File: src/rtl/mem_ctrl_pkg.sv
// Shared types for the memory access front-end: default widths,
// FSM state encoding and the buffered command layout.
package mem_ctrl_pkg;

    localparam int MEM_DATA_W = 4;
    localparam int MEM_ADDR_W = 2;

    typedef enum logic [1:0] {
        ST_IDLE  = 2'd0,
        ST_WRITE = 2'd1,
        ST_READ  = 2'd2,
        ST_RESP  = 2'd3
    } state_t;

    typedef struct packed {
        logic                  rw;
        logic [MEM_ADDR_W-1:0] addr;
        logic [MEM_DATA_W-1:0] wdata;
    } cmd_t;

endpackage

File: src/rtl/mem_cmd_fifo.sv
// Synchronous command FIFO; pointers carry one extra wrap bit so
// full and empty are told apart without a separate counter.
module mem_cmd_fifo
    import mem_ctrl_pkg::*;
#(
    parameter int WIDTH = $bits(cmd_t),
    parameter int DEPTH = 4
) (
    input  logic             clk,
    input  logic             rst_n,
    input  logic             i_push,
    input  logic [WIDTH-1:0] i_data,
    input  logic             i_pop,
    output logic [WIDTH-1:0] o_head,
    output logic             o_full,
    output logic             o_empty
);

    localparam int PW = $clog2(DEPTH);

    logic [WIDTH-1:0] r_mem [DEPTH];
    logic [PW:0]      r_wptr;
    logic [PW:0]      r_rptr;
    logic             w_push;
    logic             w_pop;

    assign o_empty = (r_wptr == r_rptr);
    assign o_full  = (r_wptr[PW] != r_rptr[PW]) &&
                     (r_wptr[PW-1:0] == r_rptr[PW-1:0]);
    assign w_push  = i_push && !o_full;
    assign w_pop   = i_pop && !o_empty;
    assign o_head  = r_mem[r_rptr[PW-1:0]];

    always_ff @(posedge clk or negedge rst_n) begin
        if (!rst_n) begin
            r_wptr <= '0;
            r_rptr <= '0;
            for (int i = 0; i < DEPTH; i++) begin
                r_mem[i] <= '0;
            end
        end else begin
            if (w_push) begin
                r_mem[r_wptr[PW-1:0]] <= i_data;
                r_wptr                <= r_wptr + 1'b1;
            end
            if (w_pop) begin
                r_rptr <= r_rptr + 1'b1;
            end
        end
    end

endmodule

File: src/rtl/mem_access_ctrl.sv
// Request front-end for the small memory array: buffers requests,
// replays them in order and returns read data with backpressure.
module mem_access_ctrl
    import mem_ctrl_pkg::*;
#(
    parameter int DATA_W     = MEM_DATA_W,
    parameter int ADDR_W     = MEM_ADDR_W,
    parameter int FIFO_DEPTH = 4
) (
    input  logic              clk,
    input  logic              rst_n,
    input  logic              req_valid,
    output logic              req_ready,
    input  logic              req_rw,
    input  logic [ADDR_W-1:0] req_addr,
    input  logic [DATA_W-1:0] req_wdata,
    output logic              rsp_valid,
    input  logic              rsp_ready,
    output logic [DATA_W-1:0] rsp_data,
    output logic              mem_en,
    output logic              mem_rw,
    output logic [ADDR_W-1:0] mem_addr,
    output logic [DATA_W-1:0] mem_wdata,
    input  logic [DATA_W-1:0] mem_rdata,
    output logic              busy
);

    typedef struct packed {
        logic              rw;
        logic [ADDR_W-1:0] addr;
        logic [DATA_W-1:0] wdata;
    } req_cmd_t;

    state_t            r_state;
    req_cmd_t          r_cmd;
    logic [DATA_W-1:0] r_rsp_data;
    req_cmd_t          w_head;
    req_cmd_t          w_push_cmd;
    logic              w_full;
    logic              w_empty;
    logic              w_pop;

    assign w_push_cmd = '{rw: req_rw, addr: req_addr, wdata: req_wdata};
    assign w_pop      = (r_state == ST_IDLE);

    mem_cmd_fifo #(
        .WIDTH (1 + ADDR_W + DATA_W),
        .DEPTH (FIFO_DEPTH)
    ) u_fifo (
        .clk     (clk),
        .rst_n   (rst_n),
        .i_push  (req_valid),
        .i_data  (w_push_cmd),
        .i_pop   (w_pop),
        .o_head  (w_head),
        .o_full  (w_full),
        .o_empty (w_empty)
    );

    always_ff @(posedge clk or negedge rst_n) begin
        if (!rst_n) begin
            r_state    <= ST_IDLE;
            r_cmd      <= '0;
            r_rsp_data <= '0;
        end else begin
            unique case (r_state)
                ST_IDLE: begin
                    if (!w_empty) begin
                        r_cmd   <= w_head;
                        r_state <= w_head.rw ? ST_WRITE : ST_READ;
                    end
                end
                ST_WRITE: r_state <= ST_IDLE;
                ST_READ: begin
                    r_rsp_data <= mem_rdata;
                    r_state    <= ST_RESP;
                end
                ST_RESP: begin
                    if (rsp_ready) begin
                        r_state <= ST_IDLE;
                    end
                end
            endcase
        end
    end

    // Memory pins decode from registers only so they never glitch
    always_comb begin
        mem_en    = 1'b0;
        mem_rw    = 1'b0;
        mem_addr  = '0;
        mem_wdata = '0;
        if (r_state == ST_WRITE) begin
            mem_en    = 1'b1;
            mem_rw    = 1'b1;
            mem_addr  = r_cmd.addr;
            mem_wdata = r_cmd.wdata;
        end else if (r_state == ST_READ) begin
            mem_en   = 1'b1;
            mem_addr = r_cmd.addr;
        end
    end

    assign req_ready = !w_full;
    assign rsp_valid = (r_state == ST_RESP);
    assign rsp_data  = r_rsp_data;
    assign busy      = !w_empty || (r_state != ST_IDLE);

endmodule

File: config.mk
export PLATFORM = sky130hd
export DESIGN_NAME = mem_access_ctrl
export DESIGN_NICKNAME = d
export VERILOG_FILES = /design/src/rtl/mem_ctrl_pkg.sv /design/src/rtl/mem_cmd_fifo.sv /design/src/rtl/mem_access_ctrl.sv
export SDC_FILE = /design/constraint.sdc
export NUM_CORES = 1
export LEC_CHECK = 0
export CORE_MARGIN = 4
export CORE_UTILIZATION = 55
export DETAILED_ROUTE_END_ITERATION = 8
export PLACE_DENSITY = 0.78
export SKIP_CTS_REPAIR_TIMING = 1
export SKIP_LAST_GASP = 1
export SLEW_MARGIN = 20
export SYNTH_ARGS = -nofsm -noshare
export SYNTH_HDL_FRONTEND = slang
export SYNTH_SLANG_ARGS = --single-unit
File: constraint.sdc
create_clock -name clk -period 2.1 [get_ports clk]
set_input_delay 0.525 -clock clk [delete_from_list [all_inputs] [get_ports clk]]
set_output_delay 0.525 -clock clk [all_outputs]
set_load 0.02 [all_outputs]
==> impl_metrics.csv <==
group,metric,value,unit
logic_synthesis,syn_area,0.00230,mm²
timing,period_share,94.5,%
worst_setup_path,critPathSlowestCell,"dfrtp_1",
global_routing,grt_pass1_vias,1436,
logic_synthesis,syn_nets,174,
placement,hpwl,3.11,mm
route,dr.pass1.iters,4,
die,die_y,72.7,µm
cells_and_area,final_util,72.0,%
die,io_pins,30,
placement,numPlacedInstances,238,
global_routing,track_usage,17.9,%
cts,clockBufferDepth,2,
timing,fin_skew,0.00595,ns
logic_synthesis,synth_top_area_cell,"dfrtp_1",
logic_synthesis,yosysMostFrequentCell,"dfrtp_1",
placement,place_ws,0.0241,ns
route,vias,1377,
timing,max_freq,504,MHz
worst_setup_path,end_kind,"output port",
logic_synthesis,synth_cell_types,28,
route,avgViaCountPerCell,5.60,
cts,cts.sinks,46,
die,die_w,72.7,µm
timing,setup_viol,0,
worst_setup_path,worstPathMaxFanout,3,
power,power,0.00511,W
logic_synthesis,ys_ff_latch,46,
worst_setup_path,r2r_slack,0.18,ns
logic_synthesis,ys_async_sr_fraction,100,%
timing,rsz0062_at_grt,"false",
cts,htreeDepth,2,
worst_setup_path,max_stage_delay,0.49,ns
global_routing,antenna_found_initial,0,
route,wl_per_cell,17.6,µm
worst_hold_path,hold_path.class,"primary input to async pin",
worst_setup_path,reg2reg_from,"u_fifo.r_wptr[2]",
logic_synthesis,synth_flop_cell,"dfrtp_1",
cells_and_area,syn2layout_area_growth,26.0,%
worst_setup_path,r2r-end,"r_cmd[0]",
logic_synthesis,netlist_top_cells_count,"dfrtp_1 (46), mux2_2 (40), ha_1 (9), mux4_2 (7)",
timing,tightest_slew,0.551,ns
timing,finalCriticalPeriod,1.98,ns
timing,worst_slack,0.115,ns
power,power.density,1760,mW/mm²
worst_setup_path,worstPathRequired,1.57,ns
worst_setup_path,startpoint,"u_fifo.r_wptr[2]",
worst_setup_path,worst_ep_arrival_time,1.46,ns
die,die-area,0.00529,mm²
cts,cts_root_buf,"clkbuf_8",
logic_synthesis,yosys-top-cells-area,"dfrtp_1 (50%), mux2_2 (20%), mux4_2 (6.8%)",
logic_synthesis,yosysSeqAreaShare,50.0,%
cells_and_area,diodes,0,
logic_synthesis,syn_inst,150,
timing,setup_tns,0,ns
timing,hold_viol,0,
timing,drv_slew,0,
cells_and_area,fin_nets,219,
cells_and_area,drive_gt1_share,40.8,%
die,num_rows,23,
logic_synthesis,synth.avg_cell_area,15.3,µm²
logic_synthesis,synth_top_area_share,50.0,%
cts,clock_insertion_delay_worst_skew,0.29,ns
cts,cts_tree,"built",
placement,place_congestion,0.813,
die,start_util,57.1,%
power,max-vdd-ir-drop,0.000750,V
worst_setup_path,path_cells,"xnor2_2 -> nand4_1 -> dlymetal6s2s_1",
cts,cts.reportedPaths.clkPinSlew,0.08,ns
die,core_area,0.00403,mm²
logic_synthesis,yosysWarnings,0,
global_routing,grt_pass1_wl,7.14,mm
route,totalWireLength,4.33,mm
worst_setup_path,critPathBufInv,1,
outcome,status,"complete, no violations",
global_routing,grt_max_degree,25,
global_routing,gr-total-overflow,0,
timing,relSlewSlack,63.3,%
worst_setup_path,crit_cells,3,
route,drc,0,
logic_synthesis,synth_edf_count,0,
worst_setup_path,crit_path_end,"busy",
worst_setup_path,worstSetupPathType,"register to output port",
worst_setup_path,path_delay_family,"flip-flops",
cells_and_area,fin_cells,246,
placement,portBuffers,29,
cts,numCtsBuffers,5,
worst_setup_path,critPathLaunchType,"register",
job,drv_cap,0,
route,ant_nets,0,
worst_setup_path,rr_worst_depth,4,
route,initialDrtViolationCount,40,
power,p_leak,1.33,nW
==> worst min-delay path by stage <==
| stage | startpoint | endpoint | cells after the start |
|---|---|---|---|
| finish | rst_n | r_state[0] | 1 |
| global route | rst_n | u_fifo.r_rptr[2] | 1 |
| CTS | rst_n | rsp_data[2] | 1 |
| detailed placement | u_fifo.r_mem[10] | u_fifo.r_mem[10] | 1 |
| global placement | r_cmd[2] | r_cmd[2] | 1 |
| floorplan | rst_n | r_cmd[0] | 0 |
==> final cells by class <==
type	count	area (µm²)
Clock buffer	6	72.6
Inverter	6	22.5
Fill cell	266	1130
Sequential cell	46	1150
Clock inverter	2	37.5
Multi-Input combinational cell	95	1120
Timing Repair Buffer	41	428
Tap cell	50	62.6
==> worst reg2reg max path, cell delays in order (launching register included) <==
cell     delay (ns)
dfrtp_1        0.49
xor2_4         0.23
buf_4          0.21
o31ai_4        0.50
mux2_2         0.40
==> metrics by stage <==
step,cell area (µm²),hold slack (ns)
after global placement,2750,0.483
after CTS,2860,0.225
after global routing,2900,0.245
final,2900,0.213
after detailed placement,2750,0.491
after floorplan,2300,0.229
==> sequential cells by signal, indices dropped and copies added, names as in the netlist <==
name           count
r_cmd              6
r_state            2
rsp_data           4
u_fifo.r_mem      28
u_fifo.r_rptr      3
u_fifo.r_wptr      3
==> cell usage in the layout (no fill, tap or decap), drive strengths merged, types with 2 or more instances in the layout <==
cell type | synthesis | final
dfrtp | 46 | 46
inv | 6 | 6
buf | 2 | 13
mux2 | 40 | 40
o31ai | 3 | 3
xnor2 | 6 | 6
o21a | 2 | 2
and2 | 4 | 4
clkdlybuf4s50 | 0 | 17
mux4 | 7 | 7
ha | 9 | 9
a31oi | 6 | 6
nand2 | 6 | 6
dlymetal6s2s | 0 | 11
xor2 | 4 | 4
clkbuf | 1 | 6
==> kinds of logic (layout without fill, tap and decap cells) <==
family	after synthesis	count (layout)	share of synthesized area [%]
simple gates	15	15	3.53
flops	46	46	50.0
xor+xnor	10	10	5.76
mux	47	47	26.4
fa+ha+maj	9	9	4.89
compound gates	14	14	7.72
buf+inv	9	55	1.68
==> metal layers <==
metal	global-route usage [%]	up-vias	part of all wire, %
met5	0	-	0
met4	6.15	0	1.4
met3	3.44	7	4.8
met2	29.8	31	50
met1	23.7	705	44
li1	-	634	-
==> power by group <==
part,internal (W),switching [W]
sequential,0.00136,0.000313
combinational,0.00150,0.00130
clock,0.000355,0.000285
total,0.00321,0.00190
Note: power is estimated with default switching activity, not from simulation.
